### config.mk
export PLATFORM = sky130hd
export DESIGN_NAME = pll_reset_sequencer_flat
export DESIGN_NICKNAME = d
export VERILOG_FILES = /design/src/rtl/pll_reset_sequencer_if.sv /design/src/rtl/pll_reset_sequencer.sv /design/src/flat_wrapper.sv
export SDC_FILE = /design/constraint.sdc
export NUM_CORES = 1
export LEC_CHECK = 0
export ABC_AREA = 1
export ABC_CLOCK_PERIOD_IN_PS = 4200
export CAP_MARGIN = 20
export CORE_ASPECT_RATIO = 1.1
export CORE_MARGIN = 5
export CORE_UTILIZATION = 55
export CTS_CLUSTER_SIZE = 10
export DETAILED_ROUTE_END_ITERATION = 7
export PLACE_DENSITY = 0.79
export SYNTH_ARGS = -nofsm -noshare
export SYNTH_HDL_FRONTEND = slang
export SYNTH_SLANG_ARGS = --single-unit
### constraint.sdc
create_clock -name refclk -period 4.2 [get_ports refclk]
set_input_delay 0.84 -clock refclk [delete_from_list [all_inputs] [get_ports refclk]]
set_output_delay 0.84 -clock refclk [all_outputs]
set_load 0.005 [all_outputs]
### src/rtl/pll_reset_sequencer_if.sv
// Control/status bundle between the PLL reset sequencer (master) and its
// environment: PLL lock in, software restart in, PLL and domain resets out.
interface pll_reset_sequencer_if #(
    parameter int unsigned NUM_DOMAINS = 8,
    parameter int unsigned RELOCK_MAX  = 3
);
    localparam int unsigned RC_W = (RELOCK_MAX > 0) ? $clog2(RELOCK_MAX + 1) : 1;

    logic                   pll_locked;
    logic                   sw_reset;
    logic                   pll_rst;
    logic [NUM_DOMAINS-1:0] domain_rst;
    logic                   ready;
    logic                   fault;
    logic [RC_W-1:0]        retry_count;

    modport master (
        input  pll_locked, sw_reset,
        output pll_rst, domain_rst, ready, fault, retry_count
    );

    modport slave (
        output pll_locked, sw_reset,
        input  pll_rst, domain_rst, ready, fault, retry_count
    );
endinterface

### src/rtl/pll_reset_sequencer.sv
// PLL power-up/relock sequencer: pulses the PLL reset, qualifies a stable lock,
// releases the domain resets in staggered order and supervises lock afterwards.
module pll_reset_sequencer #(
    parameter int unsigned RST_CYCLES   = 16,
    parameter int unsigned LOCK_STABLE  = 1024,
    parameter int unsigned LOCK_TIMEOUT = 65536,
    parameter int unsigned RELOCK_MAX   = 3,
    parameter int unsigned NUM_DOMAINS  = 8,
    parameter int unsigned STAGGER      = 4
) (
    input  logic                  refclk,
    input  logic                  rst,
    pll_reset_sequencer_if.master bus
);
    localparam int unsigned RC_W       = (RELOCK_MAX > 0) ? $clog2(RELOCK_MAX + 1) : 1;
    localparam int unsigned RST_W      = (RST_CYCLES > 1) ? $clog2(RST_CYCLES) : 1;
    localparam int unsigned STB_W      = (LOCK_STABLE > 1) ? $clog2(LOCK_STABLE) : 1;
    localparam int unsigned TO_W       = (LOCK_TIMEOUT > 1) ? $clog2(LOCK_TIMEOUT) : 1;
    localparam int unsigned STG_LAST_I = (NUM_DOMAINS - 1) * STAGGER;
    localparam int unsigned STG_W      = (STG_LAST_I > 0) ? $clog2(STG_LAST_I + 1) : 1;

    localparam logic [RST_W-1:0] RST_LAST  = RST_W'(RST_CYCLES - 1);
    localparam logic [STB_W-1:0] STB_LAST  = STB_W'(LOCK_STABLE - 1);
    localparam logic [TO_W-1:0]  TO_LAST   = TO_W'(LOCK_TIMEOUT - 1);
    localparam logic [STG_W-1:0] STG_LAST  = STG_W'(STG_LAST_I);
    localparam logic [RC_W-1:0]  RETRY_MAX = RC_W'(RELOCK_MAX);

    typedef enum logic [2:0] {
        ST_RESET_PLL,
        ST_WAIT_LOCK,
        ST_STABLE,
        ST_RELEASE,
        ST_RUN,
        ST_FAULT
    } state_t;

    state_t                 state, state_nxt;
    logic                   lock_meta, lock_s;
    logic [RST_W-1:0]       rst_cnt, rst_cnt_nxt;
    logic [STB_W-1:0]       stb_cnt, stb_cnt_nxt;
    logic [TO_W-1:0]        to_cnt, to_cnt_nxt;
    logic [STG_W-1:0]       stg_cnt, stg_cnt_nxt;
    logic [RC_W-1:0]        retry_q, retry_nxt;
    logic [NUM_DOMAINS-1:0] dom_q, dom_nxt;
    logic                   pll_rst_q, pll_rst_nxt;
    logic                   ready_q, ready_nxt;
    logic                   fault_q, fault_nxt;

    // State, counters, lock synchronizer and registered outputs
    always_ff @(posedge refclk or posedge rst) begin
        if (rst) begin
            lock_meta <= 1'b0;
            lock_s    <= 1'b0;
            state     <= ST_RESET_PLL;
            rst_cnt   <= '0;
            stb_cnt   <= '0;
            to_cnt    <= '0;
            stg_cnt   <= '0;
            retry_q   <= '0;
            dom_q     <= '1;
            pll_rst_q <= 1'b1;
            ready_q   <= 1'b0;
            fault_q   <= 1'b0;
        end else begin
            lock_meta <= bus.pll_locked;
            lock_s    <= lock_meta;
            state     <= state_nxt;
            rst_cnt   <= rst_cnt_nxt;
            stb_cnt   <= stb_cnt_nxt;
            to_cnt    <= to_cnt_nxt;
            stg_cnt   <= stg_cnt_nxt;
            retry_q   <= retry_nxt;
            dom_q     <= dom_nxt;
            pll_rst_q <= pll_rst_nxt;
            ready_q   <= ready_nxt;
            fault_q   <= fault_nxt;
        end
    end

    // Next-state, counter and output decode
    always_comb begin
        state_nxt   = state;
        rst_cnt_nxt = rst_cnt;
        stb_cnt_nxt = stb_cnt;
        to_cnt_nxt  = to_cnt;
        stg_cnt_nxt = stg_cnt;
        retry_nxt   = retry_q;
        dom_nxt     = dom_q;

        unique case (state)
            ST_RESET_PLL: begin
                if (rst_cnt == RST_LAST) state_nxt = ST_WAIT_LOCK;
                else                     rst_cnt_nxt = rst_cnt + 1'b1;
            end
            ST_WAIT_LOCK: begin
                if (lock_s) begin
                    state_nxt = ST_STABLE;
                end else if (to_cnt == TO_LAST) begin
                    if (retry_q < RETRY_MAX) begin
                        retry_nxt = retry_q + 1'b1;
                        state_nxt = ST_RESET_PLL;
                    end else begin
                        state_nxt = ST_FAULT;
                    end
                end else begin
                    to_cnt_nxt = to_cnt + 1'b1;
                end
            end
            ST_STABLE: begin
                if (!lock_s)                  state_nxt = ST_WAIT_LOCK;
                else if (stb_cnt == STB_LAST) state_nxt = ST_RELEASE;
                else                          stb_cnt_nxt = stb_cnt + 1'b1;
            end
            ST_RELEASE: begin
                if (!lock_s) begin
                    state_nxt = ST_RESET_PLL;
                    retry_nxt = '0;
                end else if (!dom_q[NUM_DOMAINS-1]) begin
                    state_nxt = ST_RUN;
                end else begin
                    for (int i = 0; i < int'(NUM_DOMAINS); i++) begin
                        if (stg_cnt == STG_W'(i * int'(STAGGER))) dom_nxt[i] = 1'b0;
                    end
                    if (stg_cnt != STG_LAST) stg_cnt_nxt = stg_cnt + 1'b1;
                end
            end
            ST_RUN: begin
                if (!lock_s) begin
                    state_nxt = ST_RESET_PLL;
                    retry_nxt = '0;
                end
            end
            ST_FAULT: begin
                state_nxt = ST_FAULT;
            end
            default: begin
                state_nxt = ST_RESET_PLL;
            end
        endcase

        if (bus.sw_reset) begin
            state_nxt = ST_RESET_PLL;
            retry_nxt = '0;
        end

        // Every state entry (and any software restart) starts from zeroed counters
        if (bus.sw_reset || (state_nxt != state)) begin
            rst_cnt_nxt = '0;
            stb_cnt_nxt = '0;
            to_cnt_nxt  = '0;
            stg_cnt_nxt = '0;
        end

        if ((state_nxt != ST_RELEASE) && (state_nxt != ST_RUN)) dom_nxt = '1;

        pll_rst_nxt = (state_nxt == ST_RESET_PLL) || (state_nxt == ST_FAULT);
        ready_nxt   = (state_nxt == ST_RUN);
        fault_nxt   = (state_nxt == ST_FAULT);
    end

    assign bus.pll_rst     = pll_rst_q;
    assign bus.domain_rst  = dom_q;
    assign bus.ready       = ready_q;
    assign bus.fault       = fault_q;
    assign bus.retry_count = retry_q;
endmodule
### src/flat_wrapper.sv
// flat-port wrapper written by rule: the top's interface ports become plain ports
module pll_reset_sequencer_flat 
#(
    parameter int unsigned RST_CYCLES   = 16,
    parameter int unsigned LOCK_STABLE  = 1024,
    parameter int unsigned LOCK_TIMEOUT = 65536,
    parameter int unsigned RELOCK_MAX   = 3,
    parameter int unsigned NUM_DOMAINS  = 8,
    parameter int unsigned STAGGER      = 4
)
  (refclk, rst, bus_pll_locked, bus_sw_reset, bus_pll_rst, bus_domain_rst, bus_ready, bus_fault, bus_retry_count);
  pll_reset_sequencer_if #(.NUM_DOMAINS(NUM_DOMAINS), .RELOCK_MAX(RELOCK_MAX)) bus_i ();
  input  logic refclk;
  input  logic rst;
  input wire logic [$bits(bus_i.pll_locked)-1:0] bus_pll_locked;
  input wire logic [$bits(bus_i.sw_reset)-1:0] bus_sw_reset;
  output wire logic [$bits(bus_i.pll_rst)-1:0] bus_pll_rst;
  output wire logic [$bits(bus_i.domain_rst)-1:0] bus_domain_rst;
  output wire logic [$bits(bus_i.ready)-1:0] bus_ready;
  output wire logic [$bits(bus_i.fault)-1:0] bus_fault;
  output wire logic [$bits(bus_i.retry_count)-1:0] bus_retry_count;
  assign bus_i.pll_locked = bus_pll_locked;
  assign bus_i.sw_reset = bus_sw_reset;
  assign bus_pll_rst = bus_i.pll_rst;
  assign bus_domain_rst = bus_i.domain_rst;
  assign bus_ready = bus_i.ready;
  assign bus_fault = bus_i.fault;
  assign bus_retry_count = bus_i.retry_count;
  pll_reset_sequencer #(.RST_CYCLES(RST_CYCLES), .LOCK_STABLE(LOCK_STABLE), .LOCK_TIMEOUT(LOCK_TIMEOUT), .RELOCK_MAX(RELOCK_MAX), .NUM_DOMAINS(NUM_DOMAINS), .STAGGER(STAGGER)) u_core (.refclk(refclk), .rst(rst), .bus(bus_i));
endmodule
[Word-level counts from Yosys, hierarchy flattened]
Cells that the tools add are included.
Operators by class
  equal/unequal tests: 29
  add/subtract/negate cells: 5
  magnitude comparators: 1
  multiplexer cells: 45
  reduce and logical (&&, ||, !) cells: 38
Operators by type and width (count)
  $mux 16: 4
  $mux 10: 4
  $reduce_bool 2->1: 17
  $mux 8: 4
  $reduce_and 4->1: 8
  $mux 3: 10
  $mux 5: 5
  $eq 5x5->1 const B: 4
  $pmux 3 s6: 1
  $add 16x1->16 const B: 1
  $eq 16x16->1 const B: 1
  $eq 3x3->1 const B: 4
  $mux 4: 3
  $add 10x1->10 const B: 1
  $eq 10x10->1 const B: 1
  $eq 5x4->1 const B: 2
  $mux 2: 5
  $ne 3x2->1 const B: 3
  $ne 3x3->1 const B: 3
  $mux 1: 8
  $ne 2x2->1 const B: 4
  $eq 3x2->1 const B: 2
  $logic_not 3->1: 2
  $reduce_and 3->1: 2
  other kinds (17): 19
Word-level totals
  output and inout bits: 13
  word-level logic and storage cells: 137
  bits in registers: 53

[Depth between registers and ports, before layout]
  depth in word-level cells: 10
  depth in mapped cells: 13

[Least setup slack after synthesis]
OpenSTA, ideal clock, no wires.
  kind: input to register
  start point: input bus_sw_reset
  end point: register u_core.stb_cnt[7]
  setup time: 0.069 ns
  arrival time: 1.656 ns
  data required time: 4.131 ns
  setup slack: 2.475 ns
  cell stages on the path: 8
  path buffers: 1
  cell sequence: inv_1 > nand2_2 > o21ai_0 > nand3_1 > nor2_2 > nand2_4 > buf_6 > nor2_2
Between the ends
  longest elaborated chain between the ends: 5
RTL lines
  start, declared: RTL line flat_wrapper.sv:16  | input wire logic [$bits(bus_i.sw_reset)-1:0] bus_sw_reset;
  $mux 3: RTL line pll_reset_sequencer.sv:141  | if (bus.sw_reset) begin
  $ne 3x3->1: RTL line pll_reset_sequencer.sv:147  | if (bus.sw_reset || (state_nxt != state)) begin
  $logic_or 1x1->1 *: RTL line pll_reset_sequencer.sv:147
  $ne 2x2->1 (no line) / $reduce_bool 2->1 (equally long branches)
  $reduce_and 3->1 (no line)
  end signal, assigned: RTL line pll_reset_sequencer.sv:69  | stb_cnt <= stb_cnt_nxt;
  end, declared: RTL line pll_reset_sequencer.sv:40  | logic [STB_W-1:0] stb_cnt, stb_cnt_nxt;
Every way passes the cells marked *; elsewhere a longest branch is shown, timed or not.
A chain may end at the register's enable or synchronous reset.

[Final worst setup path]
  start point: register u_core.dom_q[7], in the netlist u_core.bus.domain_rst[7]
  end point: output bus_domain_rst[7]
RTL lines
  start, declared: RTL line pll_reset_sequencer.sv:44  | logic [NUM_DOMAINS-1:0] dom_q, dom_nxt;
  start signal, assigned: RTL line pll_reset_sequencer.sv:73  | dom_q <= dom_nxt;
  end, declared: RTL line flat_wrapper.sv:18  | output wire logic [$bits(bus_i.domain_rst)-1:0] bus_domain_rst;
No word-level cell between the ends.

==> results.cfg <==
[sta]
finClkSkew_ns = 0.003505
post-route-min-period_ns = 2.258
post-route-period-util_pct = 53.77
hold_viol_final = 0
fmax_mhz = 442.8
setup_viol = 0
max_slew.worst_pin.slew_ns = 0.4446
final.setup.tns_ns = 0
slew_viol_final = 0
rsz0062_at_grt = no
worst_slack_ns = 1.942
hold-worst-slack_ns = 0.3538
maxSlewHeadroom_pct = 70.33

[finish]
area.growth.synth_to_final_pct = 11.81
multi_input_area_sq_um = 1303
seqCellArea_sq_um = 1338
drive_gt1_share_pct = 15.13
fin_nets = 366
fill_cells = 428
antenna_cells = 0

[worst_hold_path]
hp-start = u_core.lock_meta
hold_end = u_core.lock_s
min_delay_path_depth = 0
hp-class = reg2reg

[power_and_ir_drop]
p_switching_mw = 0.1890
irDropWorstVdd_mv = 0.1636
internal_power_mw = 0.7252
p_leak_nw = 1.424
p_clk_share_pct = 38.6
combPwrFrac_pct = 4.4
p_sw_share_pct = 20.67
p_seq_share_pct = 57.0
cellPowerDensity_nw_per_um2 = 288.0

[placed_design]
io_buffer_count = 16
post-place-ws_ns = 1.742
dp_hpwl_mm = 3.489
gp_congestion = 0.8419

[yosys]
synth_seq_cells = 53
syn_nets = 345
synthArstFlopShare_pct = 100.0
yosys_warnings = 0
synth-seq-area-share_pct = 47.11
synth_enable_flop_cells = 0
yosys.area.top_type = dfrtp_1
netlist_area_sq_um = 2839
syn_inst = 335
avgSynthCellArea_sq_um = 8.475
yosys-top-cells-area = dfrtp_1, nand2_1, dfstp_2, xor2_1, nor2_1
synth_flop_cell = dfrtp_1
ys_types = 28
synth_top_area_share_pct = 38.78

[routing]
postRouteAntennaNets = 0
wirelength_mm = 4.930
wl_per_cell_microns = 11.88
drc = 0
met2_length_mm = 2.495
dr.pass1.iters = 4
met3WireLength_microns = 121
met1_length_mm = 2.213
vias = 2153
drt_iter0_markers = 82
vias_per_cell = 5.188
top_layer_used = met4

[clocking]
cts_root_buffer = clkbuf_8
cts_tree = yes
insertion_delay_ns = 0.30
cts_made_buffers = 5
hold_buffers = 0
cts.sinks = 53
clk_pin_slew_ns = 0.09
cts_buffer_depth = 2
ctsResizeCount = 0
htreeDepth = 2
postCtsSetupRepairBufs = 0

[global_routing]
grtUsageTotal_pct = 17.07
antenna_found_initial = 0
overflow = 0
grt_pass1_vias = 2268
grt_max_degree = 54
grt_pass1_wl_mm = 9.328

[worst_setup_path]
crit_buf_inv = 1
cp_slowest_cell = dfstp_2
reg2reg_to = u_core.rst_cnt[0]
reg2reg_slack_ns = 2.16
cp-start-kind = register
crit_cells = 1
crit_chain = clkdlybuf4s50_1
crit_type = reg2out
r2r_cells = 12
crit_arrival_ns = 1.42
crit_family = flip-flops
crit_path_max_incr_delay_ns = 0.60
cp_max_fo = 4
r2r-start = u_core.state[2]
cp.required_ns = 3.36
end_kind = output pin

[floorplan]
num_rows = 27
io_pins = 17
die_x_microns = 78.50
core_area_sq_um = 5000
die_h_microns = 85.35
initial_core_util_pct = 56.78
die_area_sq_um = 6700

[flow_run]
cap_violations = 0

[status]
status = complete, no violations
-- kinds of logic after synthesis --
logic type / after synthesis / synth area share (%)
AO/OA/AOI/OAI: 22 / 4.407
XOR/XNOR: 27 / 8.330
adder cells (fa/ha/maj): 6 / 2.644
buffers and inverters: 47 / 7.007
flip-flops: 53 / 47.11
multiplexers: 1 / 0.3526
AND/OR/NAND/NOR: 179 / 30.15
-- flip-flops by register name, indices dropped and copies added, names as in the netlist --
signal	count
u_core.lock_meta	1
u_core.lock_s	1
u_core.bus.retry_count	2
u_core.bus.pll_rst	1
u_core.rst_cnt	4
u_core.to_cnt	16
u_core.state	3
u_core.stg_cnt	5
u_core.bus.fault	1
u_core.stb_cnt	10
u_core.bus.domain_rst	8
u_core.bus.ready	1
-- area by class of cell --
cell class	instances	share of cell area, %
Clock inverter	1	0.9460
Tap cell	58	2.286
Inverter	44	5.203
Timing Repair Buffer	17	5.676
Sequential cell	53	42.14
Clock buffer	7	2.720
Multi-Input combinational cell	235	41.03
-- power groups by stage --
stage	logic (mW)	clock network, mW	registers, mW
6_report	0.0403	0.353	0.521
5_1_grt	0.0487	0.385	0.522
4_1_cts	0.0396	0.362	0.521
3_5_place_dp	0.0395	0	0.531
3_3_place_gp	0.0382	0	0.530
2_1_floorplan	0.0271	0	0.530
-- cell usage after synthesis, types with 5 or more instances --
cell,count
nor3_2,5
nand4_1,10
dfstp_2,9
xnor2_1,6
dfrtp_1,44
xor2_1,21
nand2_1,69
ha_1,6
nor2_1,46
nand3_1,17
inv_1,40
o21ai_0,16
nor3_1,5
nor2_2,17
-- metrics by stage --
step,util (%),total power [mW],instances,instance area [sq um]
final,63.49,0.9142,415,3174
after global routing,63.49,0.9556,415,3174
after CTS,63.09,0.9230,414,3154
after detailed placement,60.76,0.5703,406,3038
after global placement,60.76,0.5687,406,3038
after floorplan,-,0.5572,335,2839
-- metal layers --
layer  global-route usage [%]  vias to the layer above
li1                         -                     1094
met1                    19.88                     1013
met2                    30.27                       36
met3                    3.397                       10
met4                    7.313                        0
met5                        0                        -
-- worst max-delay path by stage --
stage | slack [ns] | end | from
global route | 1.90 | bus_domain_rst[7] | u_core.bus.domain_rst[7]
global placement | 1.84 | u_core.stb_cnt[2] | bus_sw_reset
floorplan | 2.09 | u_core.bus.fault | rst
finish | 1.94 | bus_domain_rst[7] | u_core.bus.domain_rst[7]
detailed placement | 1.74 | u_core.to_cnt[3] | bus_sw_reset
CTS | 1.93 | bus_domain_rst[7] | u_core.bus.domain_rst[7]
-- layout by cell type, fill, tap and decap left out --
master,count
o21ai_0,16
nand3_1,17
inv_2,5
clkbuf_8,6
bufinv_16,1
clkdlybuf4s50_1,16
dfrtp_1,44
dfstp_2,9
inv_1,39
buf_12,1
nand2_1,69
nand3b_2,1
nand3b_1,1
o41ai_1,1
nor2_1,46
o21bai_2,1
clkbuf_1,1
mux2i_1,1
nand2_4,2
o31ai_1,1
xnor2_1,6
a31oi_1,2
nor2_4,1
nand2_2,2
xor2_1,21
nor3_2,5
nor3_1,5
nand4_1,10
ha_1,6
nand3_2,3
nor2_2,17
a21oi_1,1
No activity file was read; power rests on OpenSTA's default activity.
